<file path="config.mk">
export PLATFORM = sky130hd
export DESIGN_NAME = interrupt_controller
export DESIGN_NICKNAME = d
export VERILOG_FILES = /design/src/rtl/gb_pkg.sv /design/src/rtl/irq_priority_enc.sv /design/src/rtl/interrupt_controller.sv
export SDC_FILE = /design/constraint.sdc
export NUM_CORES = 1
export LEC_CHECK = 0
export BUFFER_PORTS_ARGS = -buffer_cell sky130_fd_sc_hd__buf_2
export CAP_MARGIN = 20
export CELL_PAD_IN_SITES_DETAIL_PLACEMENT = 0
export CELL_PAD_IN_SITES_GLOBAL_PLACEMENT = 1
export CORE_AREA = 4 4 46 78
export CTS_BUF_LIST = sky130_fd_sc_hd__clkbuf_16
export CTS_CLUSTER_DIAMETER = 50
export CTS_CLUSTER_SIZE = 40
export DETAILED_ROUTE_END_ITERATION = 8
export DIE_AREA = 0 0 50 82
export PLACE_DENSITY = 0.82
export SETUP_SLACK_MARGIN = 0.3
export SYNTH_ARGS = -nofsm -noshare
export SYNTH_HDL_FRONTEND = slang
export SYNTH_SLANG_ARGS = --single-unit
export TNS_END_PERCENT = 50
</file>
<file path="constraint.sdc">
create_clock -name clk -period 1.56 [get_ports clk]
set_input_delay 0.312 -clock clk [delete_from_list [all_inputs] [get_ports clk]]
set_output_delay 0.312 -clock clk [all_outputs]
set_load 0.02 [all_outputs]
</file>
<file path="src/rtl/gb_pkg.sv">
// Shared definitions for the interrupt path: source indices, vector base and
// register addresses of IF/IE on the I/O bus.
package gb_pkg;

    localparam int IRQ_NUM_SRC = 5;

    typedef enum logic [2:0] {
        VBLANK = 3'd0,
        STAT   = 3'd1,
        TIMER  = 3'd2,
        SERIAL = 3'd3,
        JOYPAD = 3'd4
    } irq_src_e;

    localparam logic [7:0]  IRQ_VEC_BASE = 8'h40;
    localparam logic [15:0] IF_ADDR      = 16'hFF0F;
    localparam logic [15:0] IE_ADDR      = 16'hFFFF;

    // Handler low byte: 0x40 + 8 * source index.
    function automatic logic [7:0] irq_vec(input logic [2:0] sel);
        return IRQ_VEC_BASE + {2'b00, sel, 3'b000};
    endfunction

endpackage

</file>
<file path="src/rtl/irq_priority_enc.sv">
// Fixed-priority encoder: lowest set bit of pend_i wins (V-blank highest).
module irq_priority_enc #(
    parameter int N = 5
) (
    input  logic [N-1:0] pend_i,
    output logic [2:0]   sel_o,
    output logic         any_o
);

    always_comb begin
        sel_o = '0;
        // Scan downward so the lowest pending index is the last one written.
        for (int i = N - 1; i >= 0; i--) begin
            if (pend_i[i]) sel_o = 3'(i);
        end
        any_o = |pend_i;
    end

endmodule

</file>
<file path="src/rtl/interrupt_controller.sv">
// IF/IE registers, IME with delayed EI, priority selection and the dispatch
// handshake towards the CPU core; wake drives HALT/STOP exit.
module interrupt_controller
    import gb_pkg::*;
#(
    parameter int NUM_SRC = IRQ_NUM_SRC
) (
    input  logic               clk,
    input  logic               reset_n,
    input  logic               cpu_en,
    input  logic [NUM_SRC-1:0] req,
    input  logic               reg_select,
    output logic [7:0]         rdata,
    input  logic [7:0]         wdata,
    input  logic               write,
    input  logic               ei,
    input  logic               di,
    input  logic               reti,
    input  logic               instr_boundary,
    output logic               irq,
    output logic [7:0]         irq_vector,
    input  logic               irq_ack,
    output logic               wake
);

    logic [NUM_SRC-1:0] if_q, if_d;
    logic [7:0]         ie_q, ie_d;
    logic               ime_q, ime_d;
    logic               ei_pending_q, ei_pending_d;

    logic [NUM_SRC-1:0] pend;
    logic [2:0]         sel;
    logic               any_pend;
    logic               ack_fire;

    assign pend = if_q & ie_q[NUM_SRC-1:0];

    irq_priority_enc #(.N(NUM_SRC)) u_prio (
        .pend_i (pend),
        .sel_o  (sel),
        .any_o  (any_pend)
    );

    assign irq        = ime_q & any_pend;
    assign irq_vector = any_pend ? irq_vec(sel) : 8'h00;
    assign wake       = any_pend;
    assign rdata      = reg_select ? ie_q : {3'b111, if_q};

    // An ack only counts while a dispatch is actually being offered.
    assign ack_fire = irq_ack & irq;

    always_comb begin
        if_d         = if_q | req;
        ie_d         = ie_q;
        ime_d        = ime_q;
        ei_pending_d = ei_pending_q;

        // Same-cycle requests are OR-ed in last so they are never lost.
        if (write && !reg_select) begin
            if_d = wdata[NUM_SRC-1:0] | req;
        end else if (ack_fire) begin
            if_d = (if_q & ~({{(NUM_SRC-1){1'b0}}, 1'b1} << sel)) | req;
        end

        if (write && reg_select) ie_d = wdata;

        if (di || ack_fire) begin
            ime_d        = 1'b0;
            ei_pending_d = 1'b0;
        end else if (reti) begin
            ime_d        = 1'b1;
            ei_pending_d = 1'b0;
        end else if (ei) begin
            ei_pending_d = 1'b1;
        end else if (instr_boundary && ei_pending_q) begin
            ime_d        = 1'b1;
            ei_pending_d = 1'b0;
        end
    end

    always_ff @(posedge clk) begin
        if (!reset_n) begin
            if_q         <= '0;
            ie_q         <= '0;
            ime_q        <= 1'b0;
            ei_pending_q <= 1'b0;
        end else if (cpu_en) begin
            if_q         <= if_d;
            ie_q         <= ie_d;
            ime_q        <= ime_d;
            ei_pending_q <= ei_pending_d;
        end
    end

endmodule

</file>
Yosys cells after proc, flatten, opt, wreduce, memory -nomap -nowiden --
Index checks and enable logic that the tools add are counted.
Cells by class: add/subtract/negate cells 1, magnitude comparators 0, shift-type cells 1, eq/ne operators 1, multiplexer cells 17, bitwise operators 8, reductions and logical operators 11, multipliers 0, div/mod/pow operators 0
Operator list (number):
- 8-bit two-way mux | 2
- 3-bit two-way mux | 5
- 5-bit OR | 3
- 5-bit AND | 2
- 5-bit two-way mux | 2
- 7-bit by 6-bit adder with 8-bit output, first input constant | 1
- 1-bit two-way mux | 8
- 5-bit inverter | 1
- 5-bit OR reduction | 1
- 1-bit by 3-bit << shifter with 5-bit output, first input constant | 1
- 2-bit AND reduction | 2
- 4-bit nonzero test | 1
- 1-bit logical AND | 3
- 3-bit by 1-bit inequality test with 1-bit output, second input constant | 1
- 3-bit AND reduction | 1
- 3-bit nonzero test | 1
- 1-bit AND | 2
- 1-bit zero test | 1
- 1-bit logical OR | 1
Storage, ports and cells: register bits after elaboration 15, output and inout bits 18, memories kept 0, bits of input ports 23, memory bits (read-only) 0, logic and storage cells 43, bits in writable memories 0, latch bits 0

Longest topological paths before layout --
word-level depth 12, mapped depth 5, depth with buffers taken out 4

By module --
A second synthesis with hierarchy kept.
Second synthesis, totals: cell total of the unflattened synthesis 106, area total of the unflattened synthesis 874.6 um^2
Modules (own cells, without submodules):
- interrupt_controller | instances 1, sequential area each 300.3 um^2, cells each 98, area each 825.8 um^2
- irq_priority_enc | instances 1, sequential area each 0.0 um^2, cells each 8, area each 48.8 um^2

Worst setup path before layout --
OpenSTA, ideal clock, no wires.
kind reg-to-output, start reg if_q[2], end out irq, required time 1.248 ns, data arrival time 1.289 ns, buffers on the path 0, setup slack -0.041 ns, stages on the path, launching flop included 4, cell sequence dfxtp_1 > a222oi_1 > nand2_1 > and2_1
Between the ends: word-level cells in the longest chain between the ends 3
RTL lines:
- start, declared | RTL line interrupt_controller.sv:26 | logic [NUM_SRC-1:0] if_q, if_d;
- start signal, assigned | RTL line interrupt_controller.sv:88 | if_q <= if_d;
- 5-bit AND | RTL line interrupt_controller.sv:36 | assign pend = if_q & ie_q[NUM_SRC-1:0];
- 5-bit OR reduction | RTL line irq_priority_enc.sv:16 | any_o = |pend_i;
- via wake | RTL line interrupt_controller.sv:23 | output logic wake
- 1-bit AND | RTL line interrupt_controller.sv:44 | assign irq = ime_q & any_pend;
- end, declared | RTL line interrupt_controller.sv:20 | output logic irq,
The timed path passes the listed nets, and every way through them passes these cells.

Worst setup path in the final report --
start reg ie_q[2], end out wake
Between the ends: word-level cells in the longest chain between the ends 2
RTL lines:
- start, declared | RTL line interrupt_controller.sv:27 | logic [7:0] ie_q, ie_d;
- start signal, assigned | RTL line interrupt_controller.sv:89 | ie_q <= ie_d;
- 5-bit AND | RTL line interrupt_controller.sv:36
- 5-bit OR reduction | RTL line irq_priority_enc.sv:16
- end, declared | RTL line interrupt_controller.sv:23
Every way passes these cells.

==> impl_metrics.json <==
{
  "clock_latency_ns": 0.24,
  "ctsHoldBuffers": 0,
  "die_x_um": 50,
  "worstHoldPathCells": 3,
  "clk_root_buf": "sky130_fd_sc_hd__clkbuf_16",
  "timing.critical_path.to_type": "output port",
  "synth_largest_type_area_fraction": 0.334,
  "synthCells": 107,
  "worst_skew_ns": 0.00131,
  "ws_path_type": "flip-flop to output port",
  "syn_to_final_growth_pct": 59.2,
  "grt_overflow_total": 0,
  "ir_drop_v": 0.000491,
  "setup_viol": 4,
  "combinationalPowerShare": 0.225,
  "net-switching-power_mw": 0.304,
  "drive_above_1_share": 0.510,
  "power.share.sequential": 0.364,
  "critical_path.max_fanout": 2,
  "cts-buffers-inserted": 3,
  "global_route_wire_length_before_repair_um": 3880,
  "power_report.internal_total_mw": 0.879,
  "largest_net_degree_at_the_start_of_global_routing": 16,
  "dp_hpwl_um": 1920,
  "post-place-ws_ns": 0.0749,
  "min_path_type": "primary input to flip-flop",
  "antennaDiodeCount": 0,
  "dieArea_um2": 4100,
  "postRouteWirelength_um": 2580,
  "status": "complete, but fails checks",
  "initial_core_util": 0.303,
  "post_dp_cell_area_um2": 1170,
  "worstSetupStartpointType": "flip-flop",
  "finalHoldViolations": 0,
  "io_buf_count": 36,
  "synth_cell_types": 28,
  "drt_drc_violations_left": 0,
  "grt_antenna_before_repair": 0,
  "syn-mean-instance-area_um2": 8.40,
  "synth_area_leaders": "sky130_fd_sc_hd__dfxtp_1 33%, sky130_fd_sc_hd__mux2i_1 8.9%, sky130_fd_sc_hd__a21oi_1 7.2%",
  "htree_num_levels": 1,
  "netlist_area_um2": 898,
  "synth_area_leader_cell": "sky130_fd_sc_hd__dfxtp_1",
  "drt-wirelength-per-cell_um": 13.2,
  "clkPwrFrac": 0.411,
  "dr.pass1.iters": 4,
  "vias_in_the_first_global_route": 899,
  "required_ns": 1.25,
  "cts.clk_slew.worst_paths_ns": 0.04,
  "worstPathArrival_ns": 1.40,
  "via_count": 945,
  "buffer_depth_of_the_longest_clock_path": 2,
  "synth-seq-area-share": 0.334,
  "timing.max_cap.violations": 0,
  "synth.yosys.warnings": 0,
  "post_drt_via_cell_ratio": 4.85,
  "failed_checks": "negative setup slack",
  "max_slew_violation_count": 0,
  "numClockSinks": 15,
  "core_um2": 2960,
  "final_cycle_utilization_of_the_critical_path": 1.10,
  "layout.cell_area.non_filler_um2": 1430,
  "worst-r2r-cell-count": 5,
  "yosys_register_bits": 15,
  "clock.fmax_ghz": 0.585,
  "gp_congestion": 0.775,
  "total_leakage_power_nw": 0.683,
  "detail-route-antenna-nets": 0,
  "layout_setup_ws_ns": -0.151,
  "tns_ns": -0.517,
  "switching_share": 0.257,
  "first_drt_iteration_drcs": 17,
  "period_minus_slack_ns": 1.71,
  "cts_tree": "yes",
  "power-per-cell-area_nw_per_um2": 827,
  "floorplan.die.height_um": 82,
  "ios": 41,
  "std_cell_rows": 26,
  "finish.net_count": 177,
  "grt_setup_unrepaired": "yes",
  "grtUsageTotal": 0.125
}
kinds of logic (layout without fill, tap and decap cells):
kind of cell	after synthesis	in the layout	synth area share
AOI/OAI and AO/OA	31	31	0.221
buffers and inverters	9	52	0.0599
DFF	15	15	0.334
muxes	13	13	0.152
other	1	4	0.00417
and+or+nand+nor	38	38	0.228
per-layer routing:
layer,track usage,wire (um),vias to the layer above
met3,0.0254,129,7
met5,0,0,-
met1,0.131,983,445
li1,-,-,467
met2,0.229,1410,26
met4,0.0637,55,0
Yosys cell counts, drive strengths merged:
cell and n:
o21ai 3, nand2b 4, a31oi 1, nor3 1, nor2 6, conb 1
mux2 5, dfxtp 15, a21oi 13, and2 1, mux2i 8, nand2 10
a21boi 1, nor2b 10, or3 1, o311a 1, a21o 1, nand4b 2
a22o 1, nand3 1, and3 2, clkbuf 3, o21a 4, a222oi 1
buf 6, a211o 1, a22oi 4
layout make-up:
class | instances | area [um2]
timing repair buffer | 48 | 337
clock inverter | 1 | 3.75
tap | 42 | 52.6
multi-input combinational | 86 | 642
clock buffer | 3 | 75.1
sequential | 15 | 320
fill | 292 | 1530
flip-flops by register name (all words and copies together), names as in the netlist:
name and flops:
ie_q 8, if_q 5, ei_pending_q 1, ime_q 1
placed cells by master (no fill, tap or decap), drive strengths merged, types with 2 or more instances in the layout:
cell type and instances:
a22oi 4, nand2 10, o21a 4, mux2i 8, o21ai 3, clkbuf 3
nor2 6, conb 4, nand4b 2, buf 48, nor2b 10, and3 2
a21oi 13, dfxtp 15, mux2 5, nand2b 4
power by group through the flow:
| stage | Clock, mW | Combinational (mW) | Sequential, mW |
|---|---|---|---|
| after floorplan | 0 | 0.139 | 0.431 |
| after detailed placement | 0 | 0.221 | 0.432 |
| after global routing | 0.513 | 0.286 | 0.433 |
| final | 0.486 | 0.266 | 0.431 |
| after CTS | 0.497 | 0.255 | 0.429 |
| after global placement | 0 | 0.219 | 0.431 |
stage by stage:
step	hold slack, ns	power, mW	util	instances
after floorplan	0.440	0.570	-	110
after global placement	0.470	0.650	0.394	189
after detailed placement	0.484	0.653	0.394	189
after CTS	0.331	1.18	0.464	194
after global routing	0.357	1.23	0.483	195
final	0.330	1.18	0.483	195
worst paths after layout:
| kind | from | to | slack (ns) |
|---|---|---|---|
| max | ie_q[2] | wake | -0.15 |
| max reg2reg | if_q[2] | if_q[4] | 0.15 |
| min | wdata[7] | ie_q[7] | 0.33 |
| min reg2reg | ei_pending_q | ei_pending_q | 0.47 |
timing repair:
item,in CTS,in global routing
setup endpoints to repair,17,17
buffers inserted,1,1
pin swaps,10,9
gates resized for setup,42,12
critical path, cell delays in order, from the launching register on:
cell and delay (ns):
sky130_fd_sc_hd__dfxtp_2 0.31, sky130_fd_sc_hd__a222oi_1 0.40, sky130_fd_sc_hd__nand2_1 0.14, sky130_fd_sc_hd__buf_4 0.15, sky130_fd_sc_hd__buf_2 0.15
No activity file was read; power rests on OpenSTA's default activity.
